**config.mk**
```make
export PLATFORM = sky130hd
export DESIGN_NAME = uart_tx_cfg
export DESIGN_NICKNAME = d
export VERILOG_FILES = /design/src/rtl/uart_pkg.sv /design/src/rtl/uart_tx_fifo.sv /design/src/rtl/uart_tx_cfg.sv
export SDC_FILE = /design/constraint.sdc
export NUM_CORES = 1
export LEC_CHECK = 0
export ABC_AREA = 0
export CAP_MARGIN = 5
export CORE_UTILIZATION = 49
export CTS_CLUSTER_DIAMETER = 30
export DETAILED_ROUTE_END_ITERATION = 7
export PLACE_DENSITY = 0.68
export SYNTH_ARGS = -nofsm -noshare
export SYNTH_HDL_FRONTEND = slang
export SYNTH_SLANG_ARGS = --single-unit
export TNS_END_PERCENT = 1
```
**constraint.sdc**
```tcl
create_clock -name clk -period 4.07 [get_ports clk]
set_input_delay 0.814 -clock clk [delete_from_list [all_inputs] [get_ports clk]]
set_output_delay 0.814 -clock clk [all_outputs]
set_load 0.02 [all_outputs]
```
**src/rtl/uart_pkg.sv**
```systemverilog
// Shared constants for the UART blocks: transmitter FSM state codes, parity modes
// and the shortest legal character length.
package uart_pkg;

   typedef logic [2:0] state_t;

   localparam state_t IDLE   = 3'd0;
   localparam state_t START  = 3'd1;
   localparam state_t DATA   = 3'd2;
   localparam state_t PARITY = 3'd3;
   localparam state_t STOP1  = 3'd4;
   localparam state_t STOP2  = 3'd5;

   localparam logic [1:0] PAR_NONE = 2'b00;
   localparam logic [1:0] PAR_EVEN = 2'b01;
   localparam logic [1:0] PAR_ODD  = 2'b10;
   localparam logic [1:0] PAR_MARK = 2'b11;

   localparam int MIN_DATA_LEN = 5;

endpackage

```
**src/rtl/uart_tx_fifo.sv**
```systemverilog
// Synchronous show-ahead FIFO: head visible on pop_data with zero latency, one-cycle write.
// Pushes while full are dropped; ready is a registered not-full flag for the upstream handshake.
module uart_tx_fifo #(
   parameter int WIDTH = 8,
   parameter int DEPTH = 4
) (
   input  logic                     clk,
   input  logic                     reset,
   input  logic                     push,
   input  logic [WIDTH-1:0]         push_data,
   input  logic                     pop,
   output logic [WIDTH-1:0]         pop_data,
   output logic                     full,
   output logic                     empty,
   output logic                     ready,
   output logic [$clog2(DEPTH):0]   count
);

   localparam int PTR_W = $clog2(DEPTH);
   localparam logic [PTR_W:0]   FULL_CNT = (PTR_W + 1)'(DEPTH);
   localparam logic [PTR_W:0]   CNT_ONE  = (PTR_W + 1)'(1);
   localparam logic [PTR_W-1:0] PTR_ONE  = PTR_W'(1);

   logic [WIDTH-1:0] mem [DEPTH];
   logic [PTR_W-1:0] wr_ptr;
   logic [PTR_W-1:0] rd_ptr;
   logic [PTR_W:0]   count_nxt;
   logic             push_ok;
   logic             pop_ok;

   assign full     = (count == FULL_CNT);
   assign empty    = (count == '0);
   assign push_ok  = push && !full;
   assign pop_ok   = pop && !empty;
   assign pop_data = mem[rd_ptr];

   always_comb begin
      count_nxt = count;
      if (push_ok && !pop_ok) begin
         count_nxt = count + CNT_ONE;
      end else if (pop_ok && !push_ok) begin
         count_nxt = count - CNT_ONE;
      end
   end

   // Pointers wrap for free because DEPTH is a power of two.
   always_ff @(posedge clk) begin
      if (reset) begin
         wr_ptr <= '0;
         rd_ptr <= '0;
         count  <= '0;
         ready  <= 1'b1;
      end else begin
         if (push_ok) begin
            wr_ptr <= wr_ptr + PTR_ONE;
         end
         if (pop_ok) begin
            rd_ptr <= rd_ptr + PTR_ONE;
         end
         count <= count_nxt;
         ready <= (count_nxt != FULL_CNT);
      end
   end

   always_ff @(posedge clk) begin
      if (push_ok) begin
         mem[wr_ptr] <= push_data;
      end
   end

endmodule

```
**src/rtl/uart_tx_cfg.sv**
```systemverilog
// Configurable UART transmitter: line falls 2 clocks after a push into an idle, empty block,
// frames run back-to-back while the FIFO holds data; s_ready drops when the FIFO is full.
module uart_tx_cfg
   import uart_pkg::*;
#(
   parameter int DATA_W     = 8,
   parameter int FIFO_DEPTH = 4,
   parameter int DIV_W      = 16
) (
   input  logic                          clk,
   input  logic                          reset,
   input  logic [DATA_W-1:0]             s_data,
   input  logic                          s_valid,
   output logic                          s_ready,
   input  logic [DIV_W-1:0]              cfg_baud_div,
   input  logic [$clog2(DATA_W):0]       cfg_data_len,
   input  logic [1:0]                    cfg_parity,
   input  logic                          cfg_stop2,
   output logic                          tx_out,
   output logic                          tx_busy,
   output logic                          tx_done,
   output logic [$clog2(FIFO_DEPTH):0]   fifo_count
);

   localparam int LEN_W = $clog2(DATA_W) + 1;

   state_t            state;
   state_t            state_nxt;
   logic              fifo_push;
   logic              fifo_pop;
   logic              fifo_full;
   logic              fifo_empty;
   logic [DATA_W-1:0] fifo_dout;

   logic [DIV_W-1:0]  div_cnt;
   logic [DIV_W-1:0]  div_q;
   logic [LEN_W-1:0]  bit_cnt;
   logic [LEN_W-1:0]  len_q;
   logic [DATA_W-1:0] shreg;
   logic              par_q;
   logic              par_en_q;
   logic              stop2_q;
   logic              tc;
   logic              frame_end;

   logic [LEN_W-1:0]  len_eff;
   logic [DIV_W-1:0]  div_eff;
   logic [DATA_W-1:0] data_masked;
   logic              par_bit;
   logic              tx_nxt;
   logic              busy_nxt;
   logic              done_nxt;

   assign fifo_push = s_valid && !fifo_full;

   uart_tx_fifo #(
      .WIDTH (DATA_W),
      .DEPTH (FIFO_DEPTH)
   ) u_fifo (
      .clk       (clk),
      .reset     (reset),
      .push      (fifo_push),
      .push_data (s_data),
      .pop       (fifo_pop),
      .pop_data  (fifo_dout),
      .full      (fifo_full),
      .empty     (fifo_empty),
      .ready     (s_ready),
      .count     (fifo_count)
   );

   // Frame parameters sampled from cfg_* only when a character is popped.
   always_comb begin
      if (cfg_data_len < LEN_W'(MIN_DATA_LEN) || cfg_data_len > LEN_W'(DATA_W)) begin
         len_eff = LEN_W'(DATA_W);
      end else begin
         len_eff = cfg_data_len;
      end
      div_eff = (cfg_baud_div == '0) ? DIV_W'(1) : cfg_baud_div;
      for (int i = 0; i < DATA_W; i++) begin
         data_masked[i] = (LEN_W'(i) < len_eff) ? fifo_dout[i] : 1'b0;
      end
      case (cfg_parity)
         PAR_EVEN: par_bit = ^data_masked;
         PAR_ODD:  par_bit = ~^data_masked;
         default:  par_bit = 1'b1;
      endcase
   end

   assign tc = (div_cnt == div_q - DIV_W'(1));

   always_ff @(posedge clk) begin
      if (reset) begin
         state <= IDLE;
      end else begin
         state <= state_nxt;
      end
   end

   always_comb begin
      state_nxt = state;
      fifo_pop  = 1'b0;
      frame_end = 1'b0;
      case (state)
         IDLE: begin
            if (!fifo_empty) begin
               fifo_pop  = 1'b1;
               state_nxt = START;
            end
         end
         START: begin
            if (tc) state_nxt = DATA;
         end
         DATA: begin
            if (tc && bit_cnt == len_q - LEN_W'(1)) begin
               state_nxt = par_en_q ? PARITY : STOP1;
            end
         end
         PARITY: begin
            if (tc) state_nxt = STOP1;
         end
         STOP1: begin
            if (tc) begin
               if (stop2_q) state_nxt = STOP2;
               else         frame_end = 1'b1;
            end
         end
         STOP2: begin
            if (tc) frame_end = 1'b1;
         end
         default: state_nxt = IDLE;
      endcase
      // Chain straight into the next start bit when more data is waiting.
      if (frame_end) begin
         if (!fifo_empty) begin
            fifo_pop  = 1'b1;
            state_nxt = START;
         end else begin
            state_nxt = IDLE;
         end
      end
   end

   always_ff @(posedge clk) begin
      if (reset) begin
         div_cnt  <= '0;
         div_q    <= DIV_W'(1);
         bit_cnt  <= '0;
         len_q    <= LEN_W'(DATA_W);
         shreg    <= '0;
         par_q    <= 1'b0;
         par_en_q <= 1'b0;
         stop2_q  <= 1'b0;
      end else if (fifo_pop) begin
         div_cnt  <= '0;
         div_q    <= div_eff;
         bit_cnt  <= '0;
         len_q    <= len_eff;
         shreg    <= fifo_dout;
         par_q    <= par_bit;
         par_en_q <= (cfg_parity != PAR_NONE);
         stop2_q  <= cfg_stop2;
      end else if (state != IDLE) begin
         div_cnt <= tc ? '0 : div_cnt + DIV_W'(1);
         if (state == DATA && tc) begin
            shreg   <= shreg >> 1;
            bit_cnt <= bit_cnt + LEN_W'(1);
         end
      end else begin
         div_cnt <= '0;
      end
   end

   always_comb begin
      case (state)
         START:   tx_nxt = 1'b0;
         DATA:    tx_nxt = shreg[0];
         PARITY:  tx_nxt = par_q;
         default: tx_nxt = 1'b1;
      endcase
      busy_nxt = (state != IDLE);
      done_nxt = frame_end;
   end

   // Line outputs are registered, so they trail the state register by one clock.
   always_ff @(posedge clk) begin
      if (reset) begin
         tx_out  <= 1'b1;
         tx_busy <= 1'b0;
         tx_done <= 1'b0;
      end else begin
         tx_out  <= tx_nxt;
         tx_busy <= busy_nxt;
         tx_done <= done_nxt;
      end
   end

endmodule

```
==> impl_metrics.ini <==
[synth]
ys_async_sr_fraction_pct = 0
synth.area.top_cells = dfxtp_1, edfxtp_1, xnor2_1, mux4_2, nor2_1
yosysTopAreaCell = dfxtp_1
synth_top_area_share_pct = 26.7
syn_inst = 505
synth.net_count = 553
synth-seq-cells = 99
seq_area_frac_synth_pct = 45.9
synth_edf_count = 32
yosys_warnings = 0
synth_area_per_cell_sq_um = 9.94
synthDistinctLibCells = 65
synth_ff_type = dfxtp_1
netlist_area_sq_um = 5020

[timing]
hold-worst-slack_ns = 0.486
slew_headroom_pct = 60.7
worst_pin_slew_ns = 0.588
setup_violations = 0
maxSlewViolCount = 0
finalCriticalPeriod_ns = 3.78
rsz0062_at_grt = no
period_share_pct = 93.0
tns_ns = 0
final-hold-violation-count = 0
finClkSkew_ns = 0.0149
max_clock_freq_mhz = 264

[worst_setup_path]
path_class = reg -> reg
cp-end-kind = register
crit_chain = inv_1 > ha_1 > or3b_1 > or4_1 > o21ai_0 > nand3_1 > or4_4 > and2_4 > or3_1 > a21oi_1
cpLargestDelayFamily = simple AND/OR/NAND/NOR gates
crit_required_ns = 4.38
cpPeakStageDelay_ns = 0.59
cp.arrival_ns = 4.09
startpoint_type = register
cp_slowest_cell = or4_4
path_depth = 10
reg2reg_depth = 10
path_buf_inv = 1
critPathMaxFanout = 22

[route]
drcViolationCount = 0
via_per_inst = 5.69
drt-pass1-iter-count = 4
num_vias = 3849
wire_per_inst_microns = 16.0
ant_nets = 0
wl_microns = 10800
first_iter_violations = 172

[die]
coreArea_sq_um = 9860
rows = 36
die_area_sq_um = 10700
pin_count = 41
initial_core_util_pct = 50.9
die_w_microns = 103
dieHeight_microns = 103

[finish]
layout_commonest_cell = dfxtp_1
drive_gt1_share_pct = 8.64
nFillCells = 853
nets = 587
final_cell_mix = dfxtp_1, nor2_1, nand2_1
area_delta_synth_final_pct = 13.9
antenna_cells = 0

[cts]
cts_tree = built
numCtsBuffers = 9
clk_latency_ns = 0.38
cts_max_level = 3
cts.reportedPaths.clkPinSlew_ns = 0.10
clock_path_buffers = 2
post_cts_buffers = 0
cts.sinks = 99
clock-root-buffer = clkbuf_8
cts.repair.resized = 0
cts_hold_buf = 0

[grt]
grt_pass1_wl_microns = 17000
track_usage_pct = 21.1
grt_pass1_vias = 3484
antenna_found_initial = 0
grt_max_degree = 33
overflow = 0

[place]
dp_hpwl_microns = 7900
numPortBuffers = 40
gp_congestion = 0.878

[flow_run]
cap_violations = 0

[pwr]
power_density_nw_per_um2 = 611
vdd_drop_max_mv = 0.287
p_leak_nw = 2.00

[worst_hold_path]
hold_path.class = reg -> reg
worstHoldPathCells = 2

[run_status]
status = finished clean
sequential cells by signal, indices dropped and copies added, names as in the netlist, 2 cells and up, named ones only:
register       flops
div_cnt           16
bit_cnt            4
u_fifo.wr_ptr      2
u_fifo.mem        32
shreg              8
div_q             16
u_fifo.rd_ptr      2
u_fifo.count       3
state              3
len_q              4
final cells by class:
class                   count  area [sq um]  share of cell area [%]
clock buffers               9           124                    2.17
clock inverters             7          68.8                    1.20
repair buffers             45           438                    7.66
flip-flops and latches     99          2300                    40.3
well taps                 133           166                    2.91
inverters                  16          60.1                    1.05
multi-input cells         368          2560                    44.7
path summary, 6_finish.rpt:
kind	slack, ns	start	endpoint
hold / removal	0.49	len_q[1]	len_q[1]
setup / recovery	0.29	div_q[0]	register
hold reg to reg	0.49	len_q[1]	len_q[1]
setup reg to reg	0.29	div_q[0]	register
cell families after synthesis:
family,after synthesis,synth area share (%)
AND/OR/NAND/NOR,197,20.6
adder cells (fa/ha/maj),14,3.49
buffers and inverters,38,3.19
XOR/XNOR,53,9.25
multiplexers,18,5.66
AO/OA/AOI/OAI,86,11.9
flip-flops,99,45.9
per-layer routing:
layer,up-vias,part of all wire (%),global-route usage (%)
met5,-,0,0
met1,1869,46,26.9
met4,0,1.4,7.04
li1,1896,-,-
met2,70,49,35.5
met3,14,4.0,4.70
where the power goes:
part / switching [mW] / total, mW / internal, mW / leakage (nW)
clock: 0.387 / 0.629 / 0.242 / 0.100
sequential: 0.207 / 1.41 / 1.20 / 0.841
combinational: 0.801 / 1.46 / 0.655 / 1.05
synth_stat cells (13+ instances only):
library cell / instances
a21oi_1: 19
a22o_1: 14
clkbuf_1: 14
dfxtp_1: 67
edfxtp_1: 32
ha_1: 14
inv_1: 16
nand2_1: 43
nand3_1: 17
nor2_1: 47
o21ai_0: 13
xnor2_1: 33
xor2_1: 20
metrics by stage:
stage               power, mW  util [%]  setup WS (ns)  cell area [sq um]  std cells
detailed placement       2.87      56.0          0.389               5520        661
CTS                      3.51      57.9          0.347               5720        677
finish                   3.49      57.9          0.287               5720        677
global route             3.73      57.9          0.111               5720        677
global placement         2.84      56.0          0.540               5520        661
floorplan                2.54         -          0.810               5020        505
worst register-to-register path: stages (launching register included):
cell and delay, ns:
dfxtp_1 0.37, inv_1 0.09, ha_1 0.29, or3b_1 0.48, or4_1 0.54, o21ai_0 0.31, nand3_1 0.29, or4_4 0.59
and2_4 0.24, or3_1 0.33, a21oi_1 0.18
Power figures use the tool's default switching activity.
